**src/rtl/pd_pkg.sv**
```systemverilog
// pd_pkg: shared USB PD receive-path definitions.
//   - 4b5b data (D0..DF) and K-code (SYNC1..3, RST1..2, EOP) symbol values
//   - ordered-set tuples packed {f3,f2,f1,f0}, where f0 is the first symbol received
//   - sop_type / err_code / FSM state encodings
//   - os_match(): 3-of-4 ordered-set field comparison
// Symbol bit0 is the first bit on the wire.
package pd_pkg;

    localparam logic [4:0] D0 = 5'b11110;
    localparam logic [4:0] D1 = 5'b01001;
    localparam logic [4:0] D2 = 5'b10100;
    localparam logic [4:0] D3 = 5'b10101;
    localparam logic [4:0] D4 = 5'b01010;
    localparam logic [4:0] D5 = 5'b01011;
    localparam logic [4:0] D6 = 5'b01110;
    localparam logic [4:0] D7 = 5'b01111;
    localparam logic [4:0] D8 = 5'b10010;
    localparam logic [4:0] D9 = 5'b10011;
    localparam logic [4:0] DA = 5'b10110;
    localparam logic [4:0] DB = 5'b10111;
    localparam logic [4:0] DC = 5'b11010;
    localparam logic [4:0] DD = 5'b11011;
    localparam logic [4:0] DE = 5'b11100;
    localparam logic [4:0] DF = 5'b11101;

    localparam logic [4:0] SYNC1 = 5'b11000;
    localparam logic [4:0] SYNC2 = 5'b10001;
    localparam logic [4:0] SYNC3 = 5'b00110;
    localparam logic [4:0] RST1  = 5'b00111;
    localparam logic [4:0] RST2  = 5'b11001;
    localparam logic [4:0] EOP   = 5'b01101;

    // Ordered sets; the lowest field is the first symbol received.
    localparam logic [19:0] OS_SOP   = {SYNC2, SYNC1, SYNC1, SYNC1};
    localparam logic [19:0] OS_SOP1  = {SYNC3, SYNC3, SYNC1, SYNC1};
    localparam logic [19:0] OS_SOP2  = {SYNC3, SYNC1, SYNC3, SYNC1};
    localparam logic [19:0] OS_HARD  = {RST2,  RST1,  RST1,  RST1};
    localparam logic [19:0] OS_CABLE = {SYNC3, RST1,  SYNC1, RST1};

    typedef enum logic [2:0] {
        SOPT_SOP   = 3'd0,
        SOPT_SOP1  = 3'd1,
        SOPT_SOP2  = 3'd2,
        SOPT_HARD  = 3'd3,
        SOPT_CABLE = 3'd4
    } sop_type_e;

    typedef enum logic [2:0] {
        ERR_NONE    = 3'd0,
        ERR_SYM     = 3'd1,
        ERR_TIMEOUT = 3'd2,
        ERR_OVF     = 3'd3,
        ERR_ODD     = 3'd4,
        ERR_CARRIER = 3'd5
    } err_e;

    typedef enum logic [2:0] {
        ST_IDLE    = 3'd0,
        ST_PRE     = 3'd1,
        ST_SOPSRCH = 3'd2,
        ST_DATA    = 3'd3,
        ST_DONE    = 3'd4
    } state_e;

    // An ordered set is recognised when at least 3 of its 4 symbols match.
    function automatic logic os_match(input logic [19:0] w, input logic [19:0] os);
        logic [2:0] hits;
        hits = 3'd0;
        for (int i = 0; i < 4; i++)
            if (w[i*5 +: 5] == os[i*5 +: 5]) hits = hits + 3'd1;
        return hits >= 3'd3;
    endfunction

endpackage

```
**src/rtl/pd_rx_ctrl_if.sv**
```systemverilog
// pd_rx_ctrl_if: bundles the decoder strobe inputs and the frame/byte outputs
// of the receive controller.
//   master: the controller (drives dec_enable, sop_*, byte_*, pkt_*, err_code, busy)
//   slave : the surrounding logic (drives rx_en, bit_rdy, bit_q, pkt_active)
interface pd_rx_ctrl_if;
    logic       rx_en;
    logic       dec_enable;
    logic       bit_rdy;
    logic       bit_q;
    logic       pkt_active;
    logic       sop_valid;
    logic [2:0] sop_type;
    logic       byte_valid;
    logic [7:0] byte_data;
    logic       pkt_done;
    logic       pkt_err;
    logic [2:0] err_code;
    logic       busy;

    modport master (
        input  rx_en, bit_rdy, bit_q, pkt_active,
        output dec_enable, sop_valid, sop_type, byte_valid, byte_data,
               pkt_done, pkt_err, err_code, busy
    );

    modport slave (
        output rx_en, bit_rdy, bit_q, pkt_active,
        input  dec_enable, sop_valid, sop_type, byte_valid, byte_data,
               pkt_done, pkt_err, err_code, busy
    );
endinterface

```
**src/rtl/pd_4b5b_dec.sv**
```systemverilog
// pd_4b5b_dec: combinational 4b5b symbol decoder.
//   sym      in  5  received symbol, bit0 first on the wire
//   nibble   out 4  decoded value (0 when not a data symbol)
//   is_data  out 1  sym is one of D0..DF
//   is_eop   out 1  sym is EOP
//   is_kcode out 1  sym is any K-code (SYNC1..3, RST1..2, EOP)
module pd_4b5b_dec
    import pd_pkg::*;
(
    input  logic [4:0] sym,
    output logic [3:0] nibble,
    output logic       is_data,
    output logic       is_eop,
    output logic       is_kcode
);
    always_comb begin
        nibble   = 4'h0;
        is_data  = 1'b1;
        is_eop   = 1'b0;
        is_kcode = 1'b0;
        case (sym)
            D0: nibble = 4'h0;
            D1: nibble = 4'h1;
            D2: nibble = 4'h2;
            D3: nibble = 4'h3;
            D4: nibble = 4'h4;
            D5: nibble = 4'h5;
            D6: nibble = 4'h6;
            D7: nibble = 4'h7;
            D8: nibble = 4'h8;
            D9: nibble = 4'h9;
            DA: nibble = 4'hA;
            DB: nibble = 4'hB;
            DC: nibble = 4'hC;
            DD: nibble = 4'hD;
            DE: nibble = 4'hE;
            DF: nibble = 4'hF;
            SYNC1, SYNC2, SYNC3, RST1, RST2: begin
                is_data  = 1'b0;
                is_kcode = 1'b1;
            end
            EOP: begin
                is_data  = 1'b0;
                is_kcode = 1'b1;
                is_eop   = 1'b1;
            end
            default: is_data = 1'b0;
        endcase
    end
endmodule

```
**src/rtl/pd_rx_ctrl.sv**
```systemverilog
// pd_rx_ctrl: USB PD receive-path controller behind the BMC decoder.
// Qualifies the preamble, searches for an SOP*/reset ordered set, decodes
// 4b5b symbols into bytes and reports frame completion or abort.
//   clock  in   system clock
//   rst    in   synchronous active-high reset
//   bus    pd_rx_ctrl_if.master: rx_en/bit_rdy/bit_q/pkt_active in;
//          dec_enable, sop_valid/sop_type, byte_valid/byte_data,
//          pkt_done/pkt_err/err_code, busy out (all registered)
module pd_rx_ctrl
    import pd_pkg::*;
#(
    parameter int PREAMBLE_MIN = 32,
    parameter int SOP_TIMEOUT  = 96,
    parameter int MAX_BYTES    = 268
) (
    input  logic         clock,
    input  logic         rst,
    pd_rx_ctrl_if.master bus
);
    state_e      state;
    logic [19:0] sr, sr_nxt;
    logic [5:0]  alt_cnt, alt_nxt;
    logic [7:0]  bit_cnt, bit_cnt_nxt;
    logic [2:0]  sym_cnt;
    logic        nib_odd;
    logic [3:0]  low_nib;
    logic [8:0]  byte_cnt;
    logic        act_q, act_fall;

    logic        dec_enable_r, sop_valid_r, byte_valid_r, pkt_done_r, pkt_err_r, busy_r;
    logic [2:0]  sop_type_r, err_code_r;
    logic [7:0]  byte_data_r;

    logic [3:0]  sym_nib;
    logic        sym_data, sym_eop, sym_kcode, sym_bad;
    logic        os_hit;
    sop_type_e   os_type;

    // Everything is evaluated on the post-shift view so a condition completed
    // by the current bit registers its output on this edge.
    assign sr_nxt      = {bus.bit_q, sr[19:1]};
    assign bit_cnt_nxt = bit_cnt + 8'd1;
    // Previous bit is the newest bit in the shift register.
    assign alt_nxt     = (bus.bit_q == sr[19]) ? 6'd1 :
                         (&alt_cnt)            ? alt_cnt : alt_cnt + 6'd1;
    assign act_fall    = act_q & ~bus.pkt_active;
    assign sym_bad     = sym_kcode | ~sym_data;

    // After five shifts the current symbol sits in sr[19:15], bit0 at sr[15].
    pd_4b5b_dec u_dec (
        .sym      (sr_nxt[19:15]),
        .nibble   (sym_nib),
        .is_data  (sym_data),
        .is_eop   (sym_eop),
        .is_kcode (sym_kcode)
    );

    // Reset ordered sets take priority over SOP variants.
    always_comb begin
        os_hit  = 1'b1;
        os_type = SOPT_SOP;
        if      (os_match(sr_nxt, OS_HARD))  os_type = SOPT_HARD;
        else if (os_match(sr_nxt, OS_CABLE)) os_type = SOPT_CABLE;
        else if (os_match(sr_nxt, OS_SOP))   os_type = SOPT_SOP;
        else if (os_match(sr_nxt, OS_SOP1))  os_type = SOPT_SOP1;
        else if (os_match(sr_nxt, OS_SOP2))  os_type = SOPT_SOP2;
        else                                 os_hit  = 1'b0;
    end

    always_ff @(posedge clock) begin
        if (rst) begin
            state        <= ST_IDLE;
            sr           <= '0;
            alt_cnt      <= '0;
            bit_cnt      <= '0;
            sym_cnt      <= '0;
            nib_odd      <= 1'b0;
            low_nib      <= '0;
            byte_cnt     <= '0;
            act_q        <= 1'b0;
            dec_enable_r <= 1'b0;
            sop_valid_r  <= 1'b0;
            sop_type_r   <= '0;
            byte_valid_r <= 1'b0;
            byte_data_r  <= '0;
            pkt_done_r   <= 1'b0;
            pkt_err_r    <= 1'b0;
            err_code_r   <= '0;
            busy_r       <= 1'b0;
        end else begin
            sop_valid_r  <= 1'b0;
            byte_valid_r <= 1'b0;
            pkt_done_r   <= 1'b0;
            dec_enable_r <= bus.rx_en;
            act_q        <= bus.pkt_active;
            if (bus.bit_rdy) sr <= sr_nxt;

            if (!bus.rx_en) begin
                // Disarm drops the frame without reporting it.
                state   <= ST_IDLE;
                busy_r  <= 1'b0;
                alt_cnt <= '0;
            end else begin
                case (state)
                    ST_IDLE: begin
                        alt_cnt <= '0;
                        if (bus.bit_rdy) begin
                            state  <= ST_PRE;
                            busy_r <= 1'b1;
                        end
                    end

                    ST_PRE: if (bus.bit_rdy) begin
                        alt_cnt <= alt_nxt;
                        if (alt_nxt >= 6'(PREAMBLE_MIN)) begin
                            state   <= ST_SOPSRCH;
                            bit_cnt <= '0;
                        end
                    end

                    ST_SOPSRCH: begin
                        if (act_fall) begin
                            pkt_done_r <= 1'b1;
                            pkt_err_r  <= 1'b1;
                            err_code_r <= ERR_CARRIER;
                            state      <= ST_DONE;
                        end else if (bus.bit_rdy) begin
                            bit_cnt <= bit_cnt_nxt;
                            if (bit_cnt_nxt >= 8'd20 && os_hit) begin
                                sop_valid_r <= 1'b1;
                                sop_type_r  <= os_type;
                                if (os_type == SOPT_HARD || os_type == SOPT_CABLE) begin
                                    pkt_done_r <= 1'b1;
                                    pkt_err_r  <= 1'b0;
                                    err_code_r <= ERR_NONE;
                                    state      <= ST_DONE;
                                end else begin
                                    sym_cnt  <= '0;
                                    nib_odd  <= 1'b0;
                                    byte_cnt <= '0;
                                    state    <= ST_DATA;
                                end
                            end else if (bit_cnt_nxt >= 8'(SOP_TIMEOUT)) begin
                                pkt_done_r <= 1'b1;
                                pkt_err_r  <= 1'b1;
                                err_code_r <= ERR_TIMEOUT;
                                state      <= ST_DONE;
                            end
                        end
                    end

                    ST_DATA: begin
                        if (act_fall) begin
                            pkt_done_r <= 1'b1;
                            pkt_err_r  <= 1'b1;
                            err_code_r <= ERR_CARRIER;
                            state      <= ST_DONE;
                        end else if (bus.bit_rdy) begin
                            if (sym_cnt == 3'd4) begin
                                sym_cnt <= '0;
                                if (sym_eop) begin
                                    // An odd nibble count means a half byte is stranded.
                                    pkt_done_r <= 1'b1;
                                    pkt_err_r  <= nib_odd;
                                    err_code_r <= nib_odd ? ERR_ODD : ERR_NONE;
                                    state      <= ST_DONE;
                                end else if (sym_bad) begin
                                    pkt_done_r <= 1'b1;
                                    pkt_err_r  <= 1'b1;
                                    err_code_r <= ERR_SYM;
                                    state      <= ST_DONE;
                                end else if (!nib_odd) begin
                                    low_nib <= sym_nib;
                                    nib_odd <= 1'b1;
                                end else if (byte_cnt == 9'(MAX_BYTES)) begin
                                    // The byte that would overflow is withheld.
                                    pkt_done_r <= 1'b1;
                                    pkt_err_r  <= 1'b1;
                                    err_code_r <= ERR_OVF;
                                    state      <= ST_DONE;
                                end else begin
                                    byte_valid_r <= 1'b1;
                                    byte_data_r  <= {sym_nib, low_nib};
                                    byte_cnt     <= byte_cnt + 9'd1;
                                    nib_odd      <= 1'b0;
                                end
                            end else begin
                                sym_cnt <= sym_cnt + 3'd1;
                            end
                        end
                    end

                    ST_DONE: if (!bus.pkt_active) begin
                        state  <= ST_IDLE;
                        busy_r <= 1'b0;
                    end

                    default: begin
                        state  <= ST_IDLE;
                        busy_r <= 1'b0;
                    end
                endcase
            end
        end
    end

    assign bus.dec_enable = dec_enable_r;
    assign bus.sop_valid  = sop_valid_r;
    assign bus.sop_type   = sop_type_r;
    assign bus.byte_valid = byte_valid_r;
    assign bus.byte_data  = byte_data_r;
    assign bus.pkt_done   = pkt_done_r;
    assign bus.pkt_err    = pkt_err_r;
    assign bus.err_code   = err_code_r;
    assign bus.busy       = busy_r;

endmodule

```
**src/flat_wrapper.sv**
```systemverilog
// flat-port wrapper written by rule: the top's interface ports become plain ports
module pd_rx_ctrl_flat import pd_pkg::*;
#(
    parameter int PREAMBLE_MIN = 32,
    parameter int SOP_TIMEOUT  = 96,
    parameter int MAX_BYTES    = 268
)
  (clock, rst, bus_rx_en, bus_bit_rdy, bus_bit_q, bus_pkt_active, bus_dec_enable, bus_sop_valid, bus_sop_type, bus_byte_valid, bus_byte_data, bus_pkt_done, bus_pkt_err, bus_err_code, bus_busy);
  pd_rx_ctrl_if bus_i ();
  input  logic clock;
  input  logic rst;
  input wire logic [$bits(bus_i.rx_en)-1:0] bus_rx_en;
  input wire logic [$bits(bus_i.bit_rdy)-1:0] bus_bit_rdy;
  input wire logic [$bits(bus_i.bit_q)-1:0] bus_bit_q;
  input wire logic [$bits(bus_i.pkt_active)-1:0] bus_pkt_active;
  output wire logic [$bits(bus_i.dec_enable)-1:0] bus_dec_enable;
  output wire logic [$bits(bus_i.sop_valid)-1:0] bus_sop_valid;
  output wire logic [$bits(bus_i.sop_type)-1:0] bus_sop_type;
  output wire logic [$bits(bus_i.byte_valid)-1:0] bus_byte_valid;
  output wire logic [$bits(bus_i.byte_data)-1:0] bus_byte_data;
  output wire logic [$bits(bus_i.pkt_done)-1:0] bus_pkt_done;
  output wire logic [$bits(bus_i.pkt_err)-1:0] bus_pkt_err;
  output wire logic [$bits(bus_i.err_code)-1:0] bus_err_code;
  output wire logic [$bits(bus_i.busy)-1:0] bus_busy;
  assign bus_i.rx_en = bus_rx_en;
  assign bus_i.bit_rdy = bus_bit_rdy;
  assign bus_i.bit_q = bus_bit_q;
  assign bus_i.pkt_active = bus_pkt_active;
  assign bus_dec_enable = bus_i.dec_enable;
  assign bus_sop_valid = bus_i.sop_valid;
  assign bus_sop_type = bus_i.sop_type;
  assign bus_byte_valid = bus_i.byte_valid;
  assign bus_byte_data = bus_i.byte_data;
  assign bus_pkt_done = bus_i.pkt_done;
  assign bus_pkt_err = bus_i.pkt_err;
  assign bus_err_code = bus_i.err_code;
  assign bus_busy = bus_i.busy;
  pd_rx_ctrl #(.PREAMBLE_MIN(PREAMBLE_MIN), .SOP_TIMEOUT(SOP_TIMEOUT), .MAX_BYTES(MAX_BYTES)) u_core (.clock(clock), .rst(rst), .bus(bus_i));
endmodule
```
**config.mk**
```make
export PLATFORM = sky130hd
export DESIGN_NAME = pd_rx_ctrl_flat
export DESIGN_NICKNAME = d
export VERILOG_FILES = /design/src/rtl/pd_pkg.sv /design/src/rtl/pd_rx_ctrl_if.sv /design/src/rtl/pd_4b5b_dec.sv /design/src/rtl/pd_rx_ctrl.sv /design/src/flat_wrapper.sv
export SDC_FILE = /design/constraint.sdc
export NUM_CORES = 1
export LEC_CHECK = 0
export ABC_AREA = 1
export CAP_MARGIN = 0
export CORE_MARGIN = 1.5
export CORE_UTILIZATION = 30
export DETAILED_ROUTE_END_ITERATION = 16
export GPL_ROUTABILITY_DRIVEN = 0
export PLACE_DENSITY = 0.57
export REMOVE_ABC_BUFFERS = 1
export SLEW_MARGIN = 5
export SYNTH_ARGS = -nofsm -noshare
export SYNTH_HDL_FRONTEND = slang
export SYNTH_SLANG_ARGS = --single-unit
```
**constraint.sdc**
```tcl
create_clock -name clock -period 4 [get_ports clock]
set_clock_uncertainty 0.05 [all_clocks]
set_input_delay 1.2 -clock clock [delete_from_list [all_inputs] [get_ports clock]]
set_output_delay 1.2 -clock clock [all_outputs]
set_load 0.01 [all_outputs]
```
==> impl_metrics.yaml, run 1 <==
outcome:
  status: "finished clean"
power_and_ir_drop:
  p_sw_share_pct: 25.3
  p_leak_nw: 2.30
  ir_worst_vdd_uv: 216
  p_comb_share_pct: 9.3
  p_clk_share_pct: 45.2
  pwr-share-seq_pct: 45.5
  p_sw_mw: 0.433
  internal_power_mw: 1.28
  powerDensity_nw_per_um2: 318
  power_mw: 1.71
global_routing:
  met1_usage_pct: 19.6
  grt_use_met2_pct: 22.0
  grt_busiest_layer: "met2"
  grtUsageMet3_pct: 3.56
  grt_usage_pct: 14.4
  grt_overflow: 0
  grt_pass1_wl_mm: 18.7
  first_global_vias: 3925
  antenna_found_initial: 0
  grt_max_degree: 46
final_layout:
  fin_util_pct: 35.5
  fillers: 1605
  areaGrowthSynthToFinish_pct: 16.2
  final_common_cell: "nand2_1"
  final_cell_mix: "nand2_1 (129), nor2_1 (95), inv_1 (83), dfxtp_1 (74), a21oi_1 (61)"
  num_antenna_cells: 0
  drive_above_1_share_pct: 9.27
  final_nets: 746
detailed_routing:
  drt_iter0_markers: 260
  wl_per_cell_um: 11.9
  drcViolationCount: 0
  via_per_inst: 4.70
  wl_mm: 10.9
  first_pass_iters: 4
  vias: 4285
  ant_nets: 0
die:
  pin_count: 26
  start_util_pct: 30.5
  core-area_um2: 15100
  rows: 45
  die_y_um: 127
  die_w_um: 127
  die-area_um2: 16200
logic_synthesis:
  synth_cell_types: 45
  synthAdderAreaFrac_pct: 5.95
  synth_top_area_share_pct: 32.0
  synth_top_family_by_area: "simple AND/OR/NAND/NOR gates"
  synth_top_area_cell: "dfxtp_1"
  netlist_top_cells_area: "dfxtp_1 (32%), nand2_1 (10%), nor2_1 (7.7%)"
  yosys.area_share.simple_pct: 34.2
  yosysWarnings: 0
  muxShareOfSynthArea_pct: 0
  netlist_area_um2: 4620
  synth_compound_area_share_pct: 16.0
  syn_inst: 690
  synth_seq_area_share_pct: 32.0
  synth_xor_area_share_pct: 2.65
  synth-seq-cells: 74
  postSynthAreaPerCell_um2: 6.70
worst_setup_path:
  worstSetupPathType: "input pin to register"
  cp-start-kind: "input pin"
  worstPathArrival_ps: 3640
  worstPathRequired_ps: 4220
  path_max_fanout: 11
  endpoint_kind: "register"
placement:
  pre_cts_ws_ps: 264
  hpwl_mm: 7.95
  numPortBuffers: 25
clock_tree:
  cts_tree: "yes"
  cts_sinks: 74
  root_buffer: "clkbuf_16"
  cts_buffers: 9
  holdBufCountCts: 0
  clk_path_buf_depth: 2
  htreeDepth: 3
  cts_post_setup_buffers_inserted: 0
  ctsResizeCount: 0
  clkTransAtPathRegs_ps: 50
  insertion_delay_ps: 350
timing:
  final.min_clock_period_ps: 3420
  slew_violations: 0
  rsz0062_at_grt: "false"
  fin_crit_sh_pct: 85.4
  finalSetupViolCount: 0
  worst_slew_pin_slew_ps: 533
  setup_ws_ps: 583
  tns_ps: 0
  hold_violations: 0
  max_freq_mhz: 293
  relSlewSlack_pct: 64.4
worst_hold_path:
  hp-class: "register to register"
flow_run:
  cap_violations: 0
kinds of logic (layout without fill, tap and decap cells):
group,Yosys count,count (layout)
compound gates,134,134
xor+xnor,14,14
fa+ha+maj,22,22
buf+inv,108,141
flops,74,74
simple gates,338,338
metrics by stage:
step	hold WS, ps	cell area, um^2	cells
6_report	428	5370	911
5_1_grt	446	5370	911
4_1_cts	428	5370	911
3_5_place_dp	412	5090	895
3_3_place_gp	414	5090	895
2_1_floorplan	394	4550	675
layer usage:
layer	vias up	wire [um]	share of wire (%)
met5	-	0	0
met4	0	97	0.89
met3	4	470	4.3
met2	58	4600	42
met1	1893	5700	52
li1	2330	-	-
registers in the layout, indices dropped and copies added, names as in the netlist, 3 cells and up:
signal and cells:
u_core.bus.err_code 3, u_core.sr 19, u_core.sym_cnt 3, u_core.byte_cnt 9, u_core.alt_cnt 6, u_core.bus.byte_data 8
u_core.low_nib 4, u_core.bit_cnt 8, u_core.state 3, u_core.bus.sop_type 3
cell usage after synthesis (all sizes together):
library cell and n:
or2 4, buf 6, nor3 9, nor3b 1
dfxtp 74, o211a 2, o21bai 1, nand3b 3
inv 91, and3 2, a211oi 3, o22ai 2
o21ai 54, a31oi 3, ha 22, xnor2 7
nor2 110, nand4 20, clkinv 2, xor2 7
o211ai 2, a21oi 65, nand3 51, clkbuf 9
nor4 3, nand2 135, a221oi 1, o31ai 1
power by group through the flow:
stage               registers, mW  logic [mW]  clock network (mW)
CTS                         0.777       0.159               0.808
floorplan                   0.789       0.108                   0
finish                      0.777       0.159               0.773
global placement            0.793       0.159                   0
global route                0.780       0.181               0.836
detailed placement          0.793       0.159                   0
area by class of cell:
| cell class | count | area, um^2 | share of cell area [%] |
|---|---|---|---|
| Tap cell | 188 | 235 | 4.38 |
| Multi-Input combinational cell | 508 | 2720 | 50.6 |
| Clock buffer | 14 | 274 | 5.10 |
| Timing Repair Buffer | 32 | 303 | 5.64 |
| Sequential cell | 74 | 1480 | 27.6 |
| Inverter | 93 | 349 | 6.50 |
| Clock inverter | 2 | 10.0 | 0.186 |
critical path: stages:
cell             delay [ps]
clkdlybuf4s50_1         590
inv_2                   130
nand3_4                 180
inv_1                    80
nand3_1                  70
nand3_1                  70
nor2_1                  180
inv_2                    90
nor2_4                  110
inv_2                    60
a21oi_4                 370
nand2_1                 150
nor2_1                  140
nand2_1                  70
a21oi_1                 140
path summary, 6_finish.rpt:
check                          startpoint                             end  slack (ps)  depth (start not counted)
min          u_core.bus.busy$_SDFFE_PP0P_    u_core.bus.busy$_SDFFE_PP0P_         430                          2
max                             bus_bit_q  u_core.sym_cnt[2]$_SDFFE_PP0P_         580                         15
min reg2reg  u_core.bus.busy$_SDFFE_PP0P_    u_core.bus.busy$_SDFFE_PP0P_         430                          2
max reg2reg     u_core.sr[4]$_SDFFE_PP0P_  u_core.sym_cnt[2]$_SDFFE_PP0P_         670                         24
No activity file was read; power rests on OpenSTA's default activity.
==> inputs of run 2 (changes only) <==
--- a/config.mk
+++ b/config.mk
@@ -9,6 +9,7 @@
 export CAP_MARGIN = 0
 export CORE_MARGIN = 1.5
 export CORE_UTILIZATION = 30
+export CTS_CLUSTER_DIAMETER = 30
 export DETAILED_ROUTE_END_ITERATION = 16
 export GPL_ROUTABILITY_DRIVEN = 0
 export PLACE_DENSITY = 0.57
==> results of run 2 <==
Same layout as run 1: the final DEF is identical, and so are final timing and power.
==> inputs of run 3 (changes only) <==
--- a/config.mk
+++ b/config.mk
@@ -9,12 +9,14 @@
 export CAP_MARGIN = 0
 export CORE_MARGIN = 1.5
 export CORE_UTILIZATION = 30
+export CTS_BUF_LIST = sky130_fd_sc_hd__clkbuf_4 sky130_fd_sc_hd__clkbuf_8 sky130_fd_sc_hd__clkbuf_16
 export CTS_CLUSTER_DIAMETER = 30
 export DETAILED_ROUTE_END_ITERATION = 16
 export GPL_ROUTABILITY_DRIVEN = 0
 export PLACE_DENSITY = 0.57
 export REMOVE_ABC_BUFFERS = 1
-export SLEW_MARGIN = 5
+export SLEW_MARGIN = 0
 export SYNTH_ARGS = -nofsm -noshare
 export SYNTH_HDL_FRONTEND = slang
+export SYNTH_HIERARCHICAL = 1
 export SYNTH_SLANG_ARGS = --single-unit
==> impl_metrics.yaml, run 3 <==
worst_setup_path:
  endpoint: "u_core/bus.byte_data[6]$_SDFFE_PP0P_"
  regToRegEndpoint: "u_core/bus.sop_type[2]$_SDFFE_PP0P_"
  path_max_fanout: 16
  ff2ff_setup_slack_ps: 650
  path_depth: 16
  reg2reg_from: "u_core/sr[2]$_SDFFE_PP0P_"
  worstPathRequired_ps: 4170
  worstSetupPathType: "input pin to register"
  cp_slowest_cell: "clkdlybuf4s50_1"
  worstPathArrival_ps: 3700
  path_delay_family: "buffers and inverters"
  r2r_cells: 22
  cp_num_buf_inv: 4
  startpoint: "bus_bit_q"
  cp-start-kind: "input pin"
  path_cells: "clkdlybuf4s50_1, inv_2, nor2_4, nand2_2, nand2_2, nor2_2, nand3_2, inv_1, nor2_1, nand2_1, nor3_2, nand2_1, nor4_1, inv_1, o21ai_0, a21oi_1"
  endpoint_kind: "register"
  max_stage_delay_ps: 680
logic_synthesis:
  async_reset_ff_share_pct: 0
  synth_top_area_share_pct: 31.2
  syn_inst: 694
  yosysMostFrequentCell: "nand2_1"
  synth_ff_type: "dfxtp_1"
  synth_edf_count: 0
  postSynthAreaPerCell_um2: 6.84
  synth_seq_area_share_pct: 31.2
  netlist_top_cells_area: "dfxtp_1 (31%), nand2_1 (9.2%), inv_1 (7.0%)"
  synth_commonest_cells: "nand2_1 (116), inv_1 (88), nor2_1 (79)"
  netlist_area_um2: 4750
  synth_cell_types: 46
  yosysWarnings: 6
  synth_top_area_cell: "dfxtp_1"
  synth-seq-cells: 74
timing:
  rsz0062_at_grt: "false"
  fin_crit_sh_pct: 88.2
  relSlewSlack_pct: 51.0
  tns_ps: 0
  hold_violations: 0
  slew_violations: 0
  worst_slew_pin_slew_ps: 728
  finalSetupViolCount: 0
  final.min_clock_period_ps: 3530
  max_freq_mhz: 284
final_layout:
  final_nets: 753
  num_antenna_cells: 0
  fin_util_pct: 36.3
  final_common_cell: "nand2_1"
  areaGrowthSynthToFinish_pct: 17.2
  fillers: 1674
  drive_above_1_share_pct: 13.0
  final_cell_mix: "nand2_1 (116), inv_1 (88), nor2_1 (79), dfxtp_1 (74), a21oi_1 (57)"
  largest_reg_flops: 19
  regMostFlops: "u_core/sr"
  reg_top3: "u_core/sr: 19 flops, u_core/byte_cnt: 9 flops"
power_and_ir_drop:
  ir_worst_vdd_uv: 247
  powerDensity_nw_per_um2: 326
  p_leak_nw: 2.27
detailed_routing:
  drt_iter0_markers: 221
  first_pass_iters: 4
  wl_mm: 11.2
  via_per_inst: 4.64
  ant_nets: 0
  drcViolationCount: 0
  vias: 4356
  wl_per_cell_um: 11.9
global_routing:
  antenna_found_initial: 0
  grt_max_degree: 44
  grt_overflow: 0
  first_global_vias: 4043
  grt_usage_pct: 14.5
  grt_pass1_wl_mm: 19.4
die:
  die-area_um2: 16600
  die_w_um: 129
  start_util_pct: 31.0
  core-area_um2: 15300
  rows: 45
  pin_count: 26
  die_y_um: 129
clock_tree:
  cts_post_setup_buffers_inserted: 0
  cts_buffers: 9
  insertion_delay_ps: 350
  clkTransAtPathRegs_ps: 60
  htreeDepth: 3
  clk_path_buf_depth: 2
  root_buffer: "clkbuf_16"
  ctsResizeCount: 0
  holdBufCountCts: 0
  cts_tree: "yes"
  cts_sinks: 74
placement:
  numPortBuffers: 25
  hpwl_mm: 8.10
outcome:
  status: "finished clean"
flow_run:
  cap_violations: 0
worst_hold_path:
  worstHoldStart: "u_core/bus.byte_data[3]$_SDFFE_PP0P_"
  hp-class: "register to register"
[run 3: power breakdown]
part	internal (mW)	switching (mW)
Clock	0.507	0.349
Combinational	0.0590	0.115
Sequential	0.759	0.0248
[run 3: cells by family (layout without fill, tap and decap cells)]
logic type | count (synthesis) | after routing | share of synthesized area (%)
AOI/OAI and AO/OA | 131 | 131 | 15.1
DFF | 74 | 74 | 31.2
adders and majority gates | 24 | 24 | 6.33
buffers and inverters | 123 | 157 | 10.3
xor gates and xnor gates | 15 | 15 | 2.93
and+or+nand+nor | 327 | 327 | 34.2
[run 3: routing by layer]
layer  up-vias  global-route usage, %  part of all wire, %
met5         -                      0                    0
met4         0                   4.82                  1.5
met3        12                   3.41                  3.3
met2        69                   22.6                   43
met1      1951                   19.7                   52
li1       2324                      -                    -
[run 3: per-stage QoR]
step | hold WS, ps | cell area, um^2 | cells | setup slack, ps | power, mW
6_report | 395 | 5560 | 939 | 473 | 1.81
5_1_grt | 421 | 5560 | 939 | 203 | 1.90
4_1_cts | 400 | 5560 | 939 | 516 | 1.84
3_5_place_dp | 390 | 5250 | 923 | 148 | 0.973
3_3_place_gp | 388 | 5250 | 923 | 176 | 0.973
2_1_floorplan | 398 | 4650 | 676 | 1120 | 0.913
[run 3: worst min-delay path by stage]
stage,cells after the start,to,slack (ps)
5_1_grt,2,u_core/bus.byte_data[5]$_SDFFE_PP0P_,420
3_3_place_gp,2,u_core/bus.byte_data[3]$_SDFFE_PP0P_,390
2_1_floorplan,2,u_core/bit_cnt[7]$_SDFFE_PP0P_,400
3_5_place_dp,2,u_core/bus.byte_data[3]$_SDFFE_PP0P_,390
6_report,2,u_core/bus.byte_data[3]$_SDFFE_PP0P_,390
4_1_cts,2,u_core/bus.byte_data[3]$_SDFFE_PP0P_,400
[run 3: cell type report]
cell class | instances | area [um^2] | share of cell area [%]
tap | 211 | 264 | 4.75
clock inverter | 6 | 72.6 | 1.30
inverter | 105 | 395 | 7.11
multi-input combinational | 497 | 2780 | 49.9
clock buffer | 10 | 239 | 4.30
sequential | 74 | 1480 | 26.6
timing repair buffer | 36 | 333 | 5.98
[run 3: tightest hold or removal path: stages (launching register included)]
cell and delay [ps]:
dfxtp_1 310, inv_1 50, a21oi_1 50
